==> src/rtl/axi_adf4030_trig_sched.sv <==
`default_nettype none
//==============================================================================
// Module : axi_adf4030_trig_sched
// Desc   : Waits for a BSYNC period start after a trigger request, then pulses
//          each enabled channel at its latched phase offset within the period.
// Option : ADF4030_TRIG_REPEAT_EN adds repeat_cnt for multi-period runs.
// Rev    : 1.0
//==============================================================================
module axi_adf4030_trig_sched #(
  parameter int CHANNEL_COUNT = 1
) (
  input  logic                        clk,
  input  logic                        rstn,
  input  logic                        trig_req,
  input  logic                        trig_abort,
  input  logic                        bsync_edge,
  input  logic [15:0]                 bsync_ratio,
  input  logic [CHANNEL_COUNT-1:0]    channel_en,
  input  logic [16*CHANNEL_COUNT-1:0] channel_phase,
`ifdef ADF4030_TRIG_REPEAT_EN
  input  logic [7:0]                  repeat_cnt,
`endif
  output logic                        trig_ack,
  output logic                        trig_rej,
  output logic                        busy,
  output logic                        done,
  output logic [CHANNEL_COUNT-1:0]    trig_out,
  output logic [CHANNEL_COUNT-1:0]    phase_err,
  output logic [2:0]                  state
);

  localparam logic [2:0] c_IDLE = 3'd0;
  localparam logic [2:0] c_ARM  = 3'd1;
  localparam logic [2:0] c_RUN  = 3'd2;
  localparam logic [2:0] c_DONE = 3'd3;

  logic [2:0]                  r_state;
  logic [15:0]                 r_cnt;
  logic [CHANNEL_COUNT-1:0]    r_en_lat;
  logic [16*CHANNEL_COUNT-1:0] r_phase_lat;
  logic [15:0]                 r_ratio_lat;
  logic                        r_trig_ack;
  logic                        r_trig_rej;
  logic                        r_done;
  logic [CHANNEL_COUNT-1:0]    r_trig_out;
  logic [CHANNEL_COUNT-1:0]    r_phase_err;

  logic [2:0]                  w_state_nxt;
  logic [15:0]                 w_cnt_nxt;
  logic                        w_req_seen;
  logic                        w_req_valid;
  logic                        w_accept;
  logic                        w_period_end;
  logic                        w_last_period;
  logic [CHANNEL_COUNT-1:0]    w_fire;
  logic [CHANNEL_COUNT-1:0]    w_perr_new;

  assign w_req_seen   = (r_state == c_IDLE) && trig_req;
  assign w_req_valid  = (bsync_ratio >= 16'd2) && (|channel_en);
  assign w_accept     = w_req_seen && w_req_valid;
  assign w_period_end = (r_cnt == (r_ratio_lat - 16'd1));

`ifdef ADF4030_TRIG_REPEAT_EN
  logic [7:0] r_rep_left;

  assign w_last_period = (r_rep_left == 8'd0);

  always_ff @(posedge clk) begin
    if (!rstn) begin
      r_rep_left <= 8'd0;
    end else if (w_accept) begin
      r_rep_left <= repeat_cnt;
    end else if ((r_state == c_RUN) && (w_state_nxt == c_ARM)) begin
      r_rep_left <= r_rep_left - 8'd1;
    end
  end
`else
  assign w_last_period = 1'b1;
`endif

  always_comb begin
    w_state_nxt = r_state;
    w_cnt_nxt   = (r_state == c_RUN) ? (r_cnt + 16'd1) : 16'd0;
    case (r_state)
      c_IDLE: if (w_accept) w_state_nxt = c_ARM;
      c_ARM:  if (bsync_edge) w_state_nxt = c_RUN;
      c_RUN:  if (w_period_end) w_state_nxt = w_last_period ? c_DONE : c_ARM;
      c_DONE: w_state_nxt = c_IDLE;
      default: w_state_nxt = c_IDLE;
    endcase
    // Abort outranks every other transition, including the period end.
    if (trig_abort && (r_state != c_IDLE)) begin
      w_state_nxt = c_IDLE;
    end
  end

  // Fire decisions look at the next count so trig_out lands exactly on cnt==phase.
  generate
    for (genvar i = 0; i < CHANNEL_COUNT; i++) begin : g_ch
      assign w_fire[i] = r_en_lat[i]
                       && (r_phase_lat[16*i +: 16] == w_cnt_nxt)
                       && (r_phase_lat[16*i +: 16] < r_ratio_lat);
      assign w_perr_new[i] = channel_en[i] && (channel_phase[16*i +: 16] >= bsync_ratio);
    end
  endgenerate

  always_ff @(posedge clk) begin
    if (!rstn) begin
      r_state     <= c_IDLE;
      r_cnt       <= 16'd0;
      r_en_lat    <= '0;
      r_phase_lat <= '0;
      r_ratio_lat <= 16'd0;
      r_trig_ack  <= 1'b0;
      r_trig_rej  <= 1'b0;
      r_done      <= 1'b0;
      r_trig_out  <= '0;
      r_phase_err <= '0;
    end else begin
      r_state    <= w_state_nxt;
      r_cnt      <= w_cnt_nxt;
      r_trig_ack <= w_req_seen;
      r_trig_rej <= w_req_seen && !w_req_valid;
      r_done     <= (w_state_nxt == c_DONE);
      r_trig_out <= (w_state_nxt == c_RUN) ? w_fire : '0;
      if (w_accept) begin
        r_en_lat    <= channel_en;
        r_phase_lat <= channel_phase;
        r_ratio_lat <= bsync_ratio;
        r_phase_err <= w_perr_new;
      end
    end
  end

  assign trig_ack  = r_trig_ack;
  assign trig_rej  = r_trig_rej;
  assign busy      = (r_state != c_IDLE);
  assign done      = r_done;
  assign trig_out  = r_trig_out;
  assign phase_err = r_phase_err;
  assign state     = r_state;

endmodule
`default_nettype wire

==> config.mk <==
export PLATFORM = sky130hd
export DESIGN_NAME = axi_adf4030_trig_sched
export DESIGN_NICKNAME = d
export VERILOG_FILES = /design/src/rtl/axi_adf4030_trig_sched.sv
export SDC_FILE = /design/constraint.sdc
export NUM_CORES = 1
export LEC_CHECK = 0
export CORE_ASPECT_RATIO = 1.4
export CORE_UTILIZATION = 55
export DETAILED_ROUTE_END_ITERATION = 8
export PLACE_DENSITY = 0.85
export SYNTH_ARGS = -nofsm -noshare
export SYNTH_HDL_FRONTEND = slang
export SYNTH_SLANG_ARGS = --single-unit
==> constraint.sdc <==
create_clock -name clk -period 6.61 [get_ports clk]
set_input_delay 0.661 -clock clk [delete_from_list [all_inputs] [get_ports clk]]
set_output_delay 0.661 -clock clk [all_outputs]
set_load 0.05 [all_outputs]
==> key figures, run 1 <==
Status
  – Outcome: completed

STA
  – Hold Slack: 0.485 ns
  – Setup TNS Final: 0 ns
  – RSZ-0062 raised after global routing: false
  – Worst setup slack after layout: 3.59 ns
  – Post-layout min period: 3.02 ns
  – Fmax: 0.331 GHz
  – Final hold vios: 0
  – Tcrit/Tclk final: 45.7%
  – Slew Viols, Final: 0
  – Worst Skew: 0.00679 ns
  – Endpoints failing setup: 0
  – Least-Margin Pin Slew: 1.16 ns
  – Relative slew margins: 22.4%

Setup path
  – Max stage delay on crit path: 0.51 ns
  – Kind of critical path: flop to flop
  – Critical Path AT: 3.31 ns
  – CP endpoint kind: flop
  – Crit path max-delay family: simple AND/OR/NAND/NOR gates
  – CP max stage cell: o31ai_1
  – Setup crit start kind: flop
  – Worst path required time: 6.90 ns
  – Crit path buf inv count: 0
  – CP Cell Sequence: ha_1, nand4_1, o31ai_1, a41oi_1, or3_1, a222oi_1, nor4b_2, and4b_1
  – Critical path peak fanout: 9

GRT
  – Vias in the first global route: 3746
  – First-pass GRT wire length: 17.3 mm
  – All-Layer GR Usage: 29.5%
  – Initial antenna violation count: 0
  – Global route overflow: 0
  – Largest net degree at the start of global routing: 40

Detailed routing
  – Vias after detailed routing: 3825
  – DRC viols: 0
  – Met3 WL: 403 µm
  – DRT iter0 DRCs: 317
  – ANT nets after route: 0
  – Met2 WL: 5.48 mm
  – Post-route met1 wirelength: 4.19 mm
  – Router iterations before antenna repair: 5
  – Vias per inst: 6.00
  – DR WL/cell: 16.6 µm
  – Routed WL: 10.6 mm
  – Top routing layer used: met4

Cells and area
  – Antenna cell count: 0
  – Commonest non-fill, non-tap cells in the layout: 74 x nand2_1, 57 x dfxtp_1, 46 x clkdlybuf4s50_1
  – Commonest non-fill, non-tap cell in the layout: nand2_1
  – Final #Nets: 609
  – Layout area overhead: 17.3%
  – Design area: 4760 µm²
  – Layout cell share with drive strength beyond 1: 3.68%

Synth
  – Post-synthesis cell type count: 58
  – Synth top area share: 28.1%
  – Post-synth EDFFs: 0
  – Yosys warns: 0
  – Ys async rst share: 0%
  – Mapped cell area: 4060 µm²
  – Synth Flop Type: dfxtp_1
  – Mapped Nets: 577
  – Post-synth top area cell: dfxtp_1
  – Seq/Total Area, Yosys: 28.1%
  – Mapped Cells: 506
  – Yosys reg bits: 57
  – Ranking of synthesized cells by area: dfxtp_1 28%, ha_1 10%, nand2_1 6.8%
  – Synthesized area per cell: 8.03 µm²

CTS
  – Clock root buffer: clkbuf_8
  – Worst-path clk slew: 0.06 ns
  – Clock latency on the worst-skew pair: 0.35 ns
  – CTS tree: yes
  – PostCTS Resize Cnt: 0
  – CTS Hold Bufs: 0
  – H-tree levels: 3
  – CTS Sinks: 57
  – Inserted Clock Buffers: 9
  – Postcts setup bufs: 0
  – Clock Path Buffers: 2

Place
  – Gpl congestion: 0.938
  – Post-Place Worst Slack: 3.29 ns
  – PortBufs: 46
  – DP Area: 4540 µm²
  – Post-DP HPWL: 8.29 mm

Floorplanning
  – I/O pins: 47
  – Core area: 7070 µm²
  – # rows: 36
  – Die Span Y: 104 µm
  – Initial Util: 57.4%
  – Die width: 74.6 µm
  – Die ar.: 7740 µm²

Pwr
  – Pwr Total: 0.876 mW
  – Worst vdd ir: 0.000138 V
  – Leakage: 1.79 nW
  – Pwr Density: 184 nW/µm²

Job
  – Max-Cap Viols: 0

Worst hold path
  – Hold Crit Class: flop to flop
-- path summary, 6_finish.rpt --
check | cells after the start | to | slack, ns | start
max | 8 | trig_out | 3.59 | r_cnt[0]
min | 1 | r_en_lat | 0.48 | r_en_lat
max reg2reg | 8 | trig_out | 3.59 | r_cnt[0]
min reg2reg | 1 | r_en_lat | 0.48 | r_en_lat
-- worst register-to-register path, stage by stage (launching register included) --
cell	delay, ns
dfxtp_1	0.49
ha_1	0.30
nand4_1	0.33
o31ai_1	0.51
a41oi_1	0.18
or3_1	0.36
a222oi_1	0.35
nor4b_2	0.24
and4b_1	0.20
-- logic make-up after synthesis --
family | count (synthesis) | synth area share [%]
buf+inv | 67 | 6.53
other cells | 1 | 0.0923
flops | 57 | 28.1
compound gates | 116 | 20.3
xor+xnor | 38 | 9.58
simple gates | 191 | 24.5
mux | 3 | 0.739
fa+ha+maj | 33 | 10.2
-- through the flow --
step	cells	util, %
after CTS	638	67.4
after global placement	622	64.2
after detailed placement	622	64.2
final	638	67.4
after floorplan	506	-
after global routing	638	67.4
-- layout make-up --
cell class                      instances  area [µm²]
Clock buffer                           14         163
Clock inverter                          2        60.1
Fill cell                             598        2310
Inverter                               40         150
Multi-Input combinational cell        382        2660
Sequential cell                        57        1140
Tap cell                               95         119
Timing Repair Buffer                   48         475
-- synth_stat cells, types with 2 or more instances --
cell / n
nand2_1: 74
dfxtp_1: 57
inv_1: 40
ha_1: 33
a21boi_0: 32
xnor2_1: 22
nor2_1: 21
a21oi_1: 17
nand3_1: 16
clkbuf_1: 15
o21ai_0: 13
nand4_1: 12
nor3_1: 12
xor2_1: 12
a21o_1: 11
buf_2: 11
nor4_1: 8
a41oi_1: 7
nand3b_1: 6
or3_1: 6
and2_1: 5
and3_1: 5
nor2b_1: 5
o31ai_1: 5
nand2b_1: 4
o21a_1: 4
a2111oi_0: 3
a31oi_1: 3
and4_1: 3
mux2i_1: 3
nor4b_1: 3
xnor3_1: 3
a211oi_1: 2
nand4b_1: 2
nor3b_1: 2
o211ai_1: 2
o21ai_1: 2
o22ai_1: 2
o311ai_0: 2
o32a_1: 2
o32ai_1: 2
-- sequential cells by signal, indices dropped and copies added, names as in the netlist --
register / flops
r_en_lat: 1
phase_err: 1
trig_out: 1
r_cnt: 16
done: 1
trig_rej: 1
trig_ack: 1
r_ratio_lat: 16
state: 3
r_phase_lat: 16
-- report_power, final --
part           total (mW)  switching, mW  internal [mW]
combinational       0.145         0.0734         0.0714
clock               0.368          0.135          0.233
sequential          0.363         0.0114          0.352
-- per-layer routing --
metal	vias to the layer above	global-route usage [%]
met5	-	0
met4	0	17.3
met3	46	4.57
met2	126	49.7
met1	1780	33.9
li1	1873	-
Note: power is estimated with default switching activity, not from simulation.
==> run 2, diff against run 1 <==
--- a/config.mk
+++ b/config.mk
@@ -6,9 +6,9 @@
 export NUM_CORES = 1
 export LEC_CHECK = 0
 export CORE_ASPECT_RATIO = 1.4
-export CORE_UTILIZATION = 55
+export CORE_UTILIZATION = 51
 export DETAILED_ROUTE_END_ITERATION = 8
-export PLACE_DENSITY = 0.85
+export PLACE_DENSITY = 0.83
 export SYNTH_ARGS = -nofsm -noshare
 export SYNTH_HDL_FRONTEND = slang
 export SYNTH_SLANG_ARGS = --single-unit
==> constraint.sdc (replaced) <==
create_clock -name clk -period 2.7 [get_ports clk]
set_input_delay 0.27 -clock clk [delete_from_list [all_inputs] [get_ports clk]]
set_output_delay 0.27 -clock clk [all_outputs]
set_load 0.05 [all_outputs]
==> run 2 against run 1 <==
  * Sequential power is 140% higher
  * Final area is 3.5% higher
  * Highest routed layer unchanged
  * Via count is 3.5% higher
  * Clock power is 110% higher
  * Clock skew is 0.0054 ns higher
  * Setup slack worse by 3.4 ns
  * Sequential share of layout area is 0.68 points lower
  * Maximum frequency is 18% higher
==> key figures, run 2 (synthesized netlist as in run 1, its figures left out) <==
Place
  – Post-DP HPWL: 8.51 mm
  – PortBufs: 46
  – DP Area: 4680 µm²
  – Gpl congestion: 0.955

Detailed routing
  – DRC viols: 0
  – Vias per inst: 5.99
  – ANT nets after route: 0
  – DR WL/cell: 16.6 µm
  – DRT iter0 DRCs: 318
  – Vias after detailed routing: 3960
  – Routed WL: 11.0 mm
  – Router iterations before antenna repair: 5

STA
  – Tcrit/Tclk final: 94.7%
  – Worst Skew: 0.0122 ns
  – Endpoints failing setup: 0
  – Fmax: 0.391 GHz
  – Post-layout min period: 2.56 ns
  – Relative slew margins: 60.3%
  – Least-Margin Pin Slew: 0.595 ns
  – Slew Viols, Final: 0
  – Final hold vios: 0

Setup path
  – Critical path peak fanout: 5
  – CP Cell Sequence: ha_4, nand4_1, or4_4, a2111oi_4, a41oi_1, a222oi_1, nor4b_2, and4b_1
  – Crit path max-delay family: simple AND/OR/NAND/NOR gates
  – Setup crit start kind: flop
  – CP max stage cell: or4_4
  – Crit path buf inv count: 0
  – CP endpoint kind: flop
  – Critical Path AT: 2.86 ns
  – Worst path required time: 3.00 ns
  – Max stage delay on crit path: 0.49 ns
  – Kind of critical path: flop to flop

CTS
  – Inserted Clock Buffers: 9
  – Clock root buffer: clkbuf_8
  – Clock latency on the worst-skew pair: 0.35 ns
  – CTS Sinks: 57
  – H-tree levels: 3
  – Worst-path clk slew: 0.07 ns
  – Clock Path Buffers: 2
  – CTS tree: yes

Worst hold path
  – Hold Crit Class: flop to flop

GRT
  – Largest net degree at the start of global routing: 39
  – All-Layer GR Usage: 28.5%
  – Initial antenna violation count: 0
  – First-pass GRT wire length: 18.3 mm
  – Vias in the first global route: 3874
  – Global route overflow: 0

Floorplanning
  – Die Span Y: 108 µm
  – I/O pins: 47
  – Core area: 7750 µm²
  – # rows: 38
  – Die ar.: 8330 µm²
  – Die width: 77.4 µm
  – Initial Util: 52.4%

Cells and area
  – Antenna cell count: 0
  – Fin util: 63.6%
  – Commonest non-fill, non-tap cell in the layout: nand2_1
  – Final #Nets: 629
  – Design area: 4930 µm²
  – Layout area overhead: 21.4%
  – Commonest non-fill, non-tap cells in the layout: 74 x nand2_1, 52 x dfxtp_1, 46 x clkdlybuf4s50_1
  – Registers with the most flip-flops: r_cnt x16, r_phase_lat x16, r_ratio_lat x16
  – Layout cell share with drive strength beyond 1: 8.73%

Job
  – Max-Cap Viols: 0

Pwr
  – Pwr Density: 411 nW/µm²
  – Worst vdd ir: 0.000306 V
  – Leakage: 1.87 nW

Status
  – Outcome: completed
## run 2: cell types whose count changed in the layout (fill, tap and decap cells not counted), moves of 2 or more
| cell | change |
|---|---|
| buf_4 | +20 |
| clkbuf_1 | -2 |
| dfxtp_1 | -5 |
| dfxtp_2 | +5 |
| nor4_1 | -2 |
| nor4_2 | +2 |
## run 2: area by class of cell
| class | count | area [µm²] |
|---|---|---|
| fillers | 664 | 2820 |
| multi-input cells | 382 | 2700 |
| flip-flops and latches | 57 | 1150 |
| repair buffers | 68 | 626 |
| inverters | 40 | 150 |
| clock buffers | 11 | 141 |
| well taps | 100 | 125 |
| clock inverters | 3 | 42.5 |
## run 2: through the flow
step | hold WS [ns] | setup TNS (ns) | total power, mW | worst slack, ns | cells
floorplan | 0.415 | 0 | 1.12 | 0.279 | 506
global placement | 0.484 | 0 | 1.25 | 0.150 | 645
detailed placement | 0.497 | 0 | 1.26 | 0.0550 | 645
CTS | 0.509 | 0 | 2.04 | 0.0305 | 659
global route | 0.531 | -0.00625 | 2.12 | -0.00625 | 661
finish | 0.504 | 0 | 2.03 | 0.142 | 661
## run 2: layer usage
metal / global-route usage, % / up-vias / share of wire, %
li1: - / 1899 / -
met2: 49.5 / 155 / 51
met3: 5.76 / 46 / 4.8
met4: 16.6 / 0 / 4.9
met5: 0 / - / 0
met1: 32.0 / 1860 / 39
## run 2: worst reg2reg max path, delay by kind of cell, from the launching register on
kind,cells,cell delay [ns]
AO/OA/AOI/OAI,3,0.77
adder cells (fa/ha/maj),1,0.17
flip-flops,1,0.39
AND/OR/NAND/NOR,4,1.15
## run 2: final timing paths
| path | startpoint | endpoint | slack [ns] | cells past startpoint |
|---|---|---|---|---|
| setup reg to reg | r_cnt[1] | trig_out | 0.14 | 8 |
| hold / removal | r_ratio_lat[14] | r_ratio_lat[14] | 0.50 | 2 |
| setup / recovery | r_cnt[1] | trig_out | 0.14 | 8 |
| hold reg to reg | r_ratio_lat[14] | r_ratio_lat[14] | 0.50 | 2 |
## run 2: repair_timing
item,in CTS,in global routing
setup buffers,0,2
hold buffers,0,0
resized for setup,1,10
pin swaps,0,2
setup endpoints to repair,1,1
## run 2: where the power goes
| part | leakage [nW] | switching, mW | internal [mW] |
|---|---|---|---|
| Combinational | 1.32 | 0.180 | 0.180 |
| Clock | 0.0913 | 0.340 | 0.439 |
| Sequential | 0.465 | 0.0286 | 0.861 |
| Total | 1.87 | 0.549 | 1.48 |
